## config.mk

```make
export PLATFORM = sky130hd
export DESIGN_NAME = delay15
export DESIGN_NICKNAME = d
export VERILOG_FILES = /design/src/rtl/delay15_pkg.sv /design/src/rtl/delay15_stage.sv /design/src/rtl/delay15.sv
export SDC_FILE = /design/constraint.sdc
export NUM_CORES = 1
export LEC_CHECK = 0
export CAP_MARGIN = 20
export CORE_MARGIN = 10
export CORE_UTILIZATION = 41
export CTS_CLUSTER_DIAMETER = 120
export DETAILED_ROUTE_END_ITERATION = 10
export DONT_BUFFER_PORTS = 1
export PLACE_DENSITY_LB_ADDON = 0.05
export SLEW_MARGIN = 20
export SYNTH_ARGS = -nofsm -noshare
export SYNTH_HDL_FRONTEND = slang
export SYNTH_HIERARCHICAL = 1
export SYNTH_SLANG_ARGS = --single-unit
```

## constraint.sdc

```tcl
create_clock -name clk_i -period 1.8 [get_ports clk_i]
set_input_delay 0.18 -clock clk_i [delete_from_list [all_inputs] [get_ports clk_i]]
set_output_delay 0.18 -clock clk_i [all_outputs]
set_load 0.03 [all_outputs]
```

## src/rtl/delay15_pkg.sv

```systemverilog
// delay15_pkg: shared constants and types for the delay15 delay line.
// Provides MAX_DELAY, DELAY_W and the delay_t tap-select type.
package delay15_pkg;

  localparam int MAX_DELAY = 15;
  localparam int DELAY_W   = $clog2(MAX_DELAY + 1);

  typedef logic [DELAY_W-1:0] delay_t;

endpackage

```

## src/rtl/delay15_stage.sv

```systemverilog
// delay15_stage: one DATA_W-bit shift stage, async active-low clear.
// Ports: clk_i, rst_i (0 = clear), d_i (next sample), q_o (stored).
module delay15_stage #(
  parameter int DATA_W = 1
) (
  input  logic              clk_i,
  input  logic              rst_i,
  input  logic [DATA_W-1:0] d_i,
  output logic [DATA_W-1:0] q_o
);

  logic [DATA_W-1:0] data_q;
  logic [DATA_W-1:0] data_d;

  assign data_d = d_i;

  always_ff @(posedge clk_i or negedge rst_i) begin
    if (!rst_i) begin
      data_q <= '0;
    end else begin
      data_q <= data_d;
    end
  end

  assign q_o = data_q;

endmodule

```

## src/rtl/delay15.sv

```systemverilog
// delay15: data_o is data_i delayed by data_delay_i (0..15) cycles.
// Ports: clk_i, rst_i (async, active-low), data_i, data_delay_i, data_o.
// Build option DELAY15_ZERO_BYPASS_EN: delay 0 passes data_i through
// combinationally; otherwise delay 0 yields a constant 0.
module delay15
  import delay15_pkg::*;
#(
  parameter int DATA_W = 1
) (
  input  logic              clk_i,
  input  logic              rst_i,
  input  logic [DATA_W-1:0] data_i,
  input  delay_t            data_delay_i,
  output logic [DATA_W-1:0] data_o
);

  logic [DATA_W-1:0] tap [MAX_DELAY];

  // Free-running shift chain: tap[k] holds data_i from k+1 edges ago.
  for (genvar k = 0; k < MAX_DELAY; k++) begin : g_stage
    if (k == 0) begin : g_head
      delay15_stage #(.DATA_W(DATA_W)) u_stage (
        .clk_i (clk_i),
        .rst_i (rst_i),
        .d_i   (data_i),
        .q_o   (tap[k])
      );
    end else begin : g_body
      delay15_stage #(.DATA_W(DATA_W)) u_stage (
        .clk_i (clk_i),
        .rst_i (rst_i),
        .d_i   (tap[k-1]),
        .q_o   (tap[k])
      );
    end
  end

  // Tap mux retargets in the same cycle the select changes.
  always_comb begin
    data_o = '0;
    for (int k = 1; k <= MAX_DELAY; k++) begin
      if (data_delay_i == delay_t'(k)) begin
        data_o = tap[k-1];
      end
    end
`ifdef DELAY15_ZERO_BYPASS_EN
    if (data_delay_i == '0) begin
      data_o = data_i;
    end
`endif
  end

endmodule

```

==> Yosys cells after proc, flatten, opt, wreduce, memory -nomap -nowiden <==
Index checks and enable logic that the tools add are counted.
Widths: inputs -> output; s select.
{ "classes": {"n_eq_ne": 15, "n_mux": 15} }
{ "op_table": {"columns": ["op", "count"], "rows": [
  ["$eq 4x4->1 const B", 8],
  ["$eq 4x3->1 const B", 4],
  ["$mux 1", 15],
  ["$eq 4x2->1 const B", 2],
  ["$eq 4x1->1 const B", 1]
]} }
{ "totals": {"wordCells": 45, "in_bits": 7, "regBits": 15} }

==> Logic depth before layout (Yosys ltp) <==
{ "depth": {"ltp_word": 16, "ltp_mapped": 5, "depth_no_buf": 4} }

==> By module <==
The synthesis kept the hierarchy.
{ "by_module_without_submodules": {"columns": ["mod", "area_per_inst_um2", "instances", "cells_per_inst", "seq_area_each_um2"], "rows": [
  ["delay15_stage", 25.0, 15, 1, 25.0],
  ["delay15", 172.7, 1, 20, 0.0]
]} }

==> Least setup slack after synthesis <==
OpenSTA, ideal clock, no wires.
{ "synth_timing": {"kind": "input port to output port", "start": "in data_delay_i[1]", "end": "out data_o", "path_slack_ns": -0.073, "stages": 5, "n_path_buf": 1, "t_arrival_ns": 1.693, "path_cell_list": "buf_6 > mux2_2 > o22ai_1 > a211o_1 > a221oi_1"} }
{ "synth_between": {"elab_chain_len": 16, "word_cells_on_any_way": 30, "cone_classes": "eq/ne: 15; mux: 15"} }
{ "synth_rtl": {"columns": ["element", "line_no", "text"], "rows": [
  ["from (decl)", "delay15.sv:13", "input delay_t data_delay_i,"],
  ["$eq 4x1->1", "delay15.sv:42", "if (data_delay_i == delay_t'(k)) begin"],
  ["$mux 1 (14 in a row)", "delay15.sv:42", null],
  ["$mux 1 *", "delay15.sv:42", null],
  ["to (decl)", "delay15.sv:14", "output logic [DATA_W-1:0] data_o"]
]} }
Mark *: on every way between the ends. The rest lies on a longest branch, timed or not.

==> Final worst setup path <==
{ "layout_timing": {"start": "reg g_stage[12].g_body.u_stage.data_q", "end": "out data_o"} }
{ "layout_between": {"elab_chain_len": 3} }
{ "layout_rtl": {"columns": ["element", "line_no", "text"], "rows": [
  ["from (decl)", "delay15_stage.sv:12", "logic [DATA_W-1:0] data_q;"],
  ["from (signal assigned)", "delay15_stage.sv:21", "data_q <= data_d;"],
  ["$mux 1 (3 in a row)", "delay15.sv:42", null]
]} }
Every way passes these cells.

==> out/qor.csv <==
stage,metric,value,unit
status,status,completed,
timing,fmax,575,MHz
critical_path,Worst setup EP type,output pin,
critical_path,Startpoint Class,flop,
finish,final core occ,50.4,%
timing,Slew Limit Headroom,56.5,%
clocking,clk slew on worst S/H paths,0.08,ns
timing,RSZ-0062 raised after global routing,true,
route,"wirelength, routed",918,um
floorplanning,Die Ht,56.6,um
global_routing,vias in the first global route,361,
critical_path,crit-path max FO,2,
floorplanning,die area,0.00320,mm2
critical_path,CP peak stage delay,0.35,ns
floorplanning,die width,56.6,um
critical_path,FF-to-FF End,g_stage[14].g_body.u_stage/q_o,
route,DRT Pass-1 Iters,1,
critical_path,flop-to-flop setup slack,1.04,ns
timing,final period utilization,96.7,%
route,routed via count,317,
finish,most frequent cells in the layout,"15 x dfrtp_1, 4 x buf_4, 3 x a21oi_1, 3 x clkbuf_4",
floorplanning,Initial Util,42.6,%
pwr,total power,0.000600,W
clocking,cts bufs inserted,3,
finish,Final Cell Area,648,um2
floorplanning,num rows,13,
route,Wirelength per Cell,15.6,um
logic_synthesis,synth unique cells,17,
placed_design,Placer Congestion,0.648,
critical_path,"Slowest-stage cell, CP",dfrtp_1,
finish,share of cells above drive strength 1,29.5,%
route,Iter 0 DRT Violations,0,
logic_synthesis,Synth Flop Type,dfrtp_1,
placed_design,dpl ws,0.286,ns
floorplanning,core footprint,0.00128,mm2
finish,"most common cell after layout, fill and taps aside",dfrtp_1,
floorplanning,boundary pin count,8,
route,Routed Antenna Nets,0,
placed_design,DP Wirelength,665,um
critical_path,Reg2Reg Depth,2,
finish,# nets final,52,
logic_synthesis,Post-Synthesis Net Count,42,
global_routing,initial antenna violation count,0,
timing,fin. max-slew vios,0,
critical_path,cells along the critical path,mux2_4 > o22ai_1 > a211o_1 > a221oi_2 > buf_4,
pwr,Max rail drop VDD,0.499,mV
clocking,Root Buffer,clkbuf_4,
clocking,CTS max path bufs,2,
timing,Final Skew,0.00125,ns
critical_path,Worst Path Arrival,1.56,ns
timing,post-route minimum period,1.74,ns
hold_path,min-delay worst type,in2async,
global_routing,total track usage,6.09,%
route,Vias/cell,5.37,
timing,post-route worst setup slack,0.0603,ns
logic_synthesis,#FFs+latches synth,15,
logic_synthesis,yosys warns,6,
clocking,CTS HTree Levels,1,
critical_path,Reg-to-Reg Start,g_stage[13].g_body.u_stage/q_o,
global_routing,largest net degree at the start of global routing,16,
clocking,clock latency on the worst-skew pair,0.27,ns
logic_synthesis,Syn Area/Cell,15.7,um2
timing,Slew @ Worst Pin,0.650,ns
route,Residual DRC,0,
timing,Finish-stage setup viols,0,
logic_synthesis,number of synthesized flops with an enable pin,0,
global_routing,total congestion overflow,0,
critical_path,critical path class,reg2out,
placed_design,"Cell Area, Placed",569,um2
global_routing,first-pass GRT wire length,1550,um
job,MaxCap Viol Count,0,
logic_synthesis,area of the mapped netlist,548,um2
finish,Inserted Diodes,0,
logic_synthesis,ys async rst share,100,%
clocking,CTS tree,done,
critical_path,Worst EP required,1.62,ns
timing,final-report hold violation count,0,
finish,Area Growth Syn to Fin,18.3,%
logic_synthesis,"Seq/Total Area, Yosys",68.5,%
logic_synthesis,synthesized instance count,35,
pwr,Power Dens Cells,926,mW/mm2
clocking,clk sink count,15,
pwr,Pleak,0.287,nW
placed_design,Port Buffers,0,
-- layout make-up --
cell class              count  area [um2]
fillers                   124         637
repair buffers              6        50.0
multi-input cells          18         174
flip-flops and latches     15         375
inverters                   1        3.75
clock buffers               4        26.3
well taps                  15        18.8
-- cells in the mapped netlist, drive strengths merged, types with 2 or more instances --
library cell,count,area (um2)
mux2i,2,20.0
a21oi,3,15.0
mux2,3,33.8
dfrtp,15,375
-- worst max-delay path by stage --
stage | cells after the start | endpoint | from | slack [ns]
3_5_place_dp | 5 | data_o | g_stage[7].g_body.u_stage/q_o | 0.29
4_1_cts | 5 | data_o | g_stage[7].g_body.u_stage/q_o | 0.003
3_3_place_gp | 5 | data_o | g_stage[7].g_body.u_stage/q_o | 0.29
6_report | 5 | data_o | g_stage[12].g_body.u_stage/q_o | 0.06
2_1_floorplan | 5 | data_o | data_delay_i[1] | 0.20
5_1_grt | 5 | data_o | g_stage[12].g_body.u_stage/q_o | -0.02
-- cells by family (layout without fill, tap and decap cells) --
family                 Yosys count  count (layout)  share of synthesized area (%)
buffers and inverters            2              11                           2.74
multiplexers                     6               6                           13.9
AND/OR/NAND/NOR                  4               4                           4.57
flip-flops                      15              15                           68.5
AO/OA/AOI/OAI                    8               8                           10.3
-- flip-flops by register name (all words and copies together) (netlist names) --
signal / count
g_stage.g_body.u_stage/q_o: 14
g_stage.g_head.u_stage/q_o: 1
-- routing by layer --
layer  track usage, %  vias to the layer above  routed length [um]
li1                 -                      149                   -
met1             5.99                      161                 421
met2             9.40                        7                 427
met3             2.92                        0                  70
met4             5.15                        0                   0
met5                0                        -                   0
-- power by group --
part	switching (W)	leakage [nW]	internal, W
Clock	0.0000915	0.0150	0.0000857
Combinational	0.0000261	0.0972	0.0000339
Sequential	0.00000909	0.175	0.000354
Total	0.000127	0.287	0.000473
-- what timing repair did --
action                                 in CTS  in global routing
pin swaps                                   1                  0
setup endpoints to repair                   1                  1
gates resized for setup                     1                  2
cloned                                      0                  0
buffers inserted                            1                  2
endpoints found under the hold margin      16                  0
hold buffers                                2                  0
-- worst max-delay path: cells and delay by family, from the launching register on --
kind,cells,cell delay (ns)
compound gates,3,0.60
flops,1,0.35
buf+inv,1,0.20
mux,1,0.14
-- stage by stage --
step                      hold slack, ns  setup TNS, ns  instances
final                              0.374              0         59
after global routing               0.392        -0.0227         59
after detailed placement          -0.115              0         50
after global placement            -0.115              0         50
after floorplan                   -0.116              0         35
after CTS                          0.372              0         57
(Power assumes the default switching activity.)
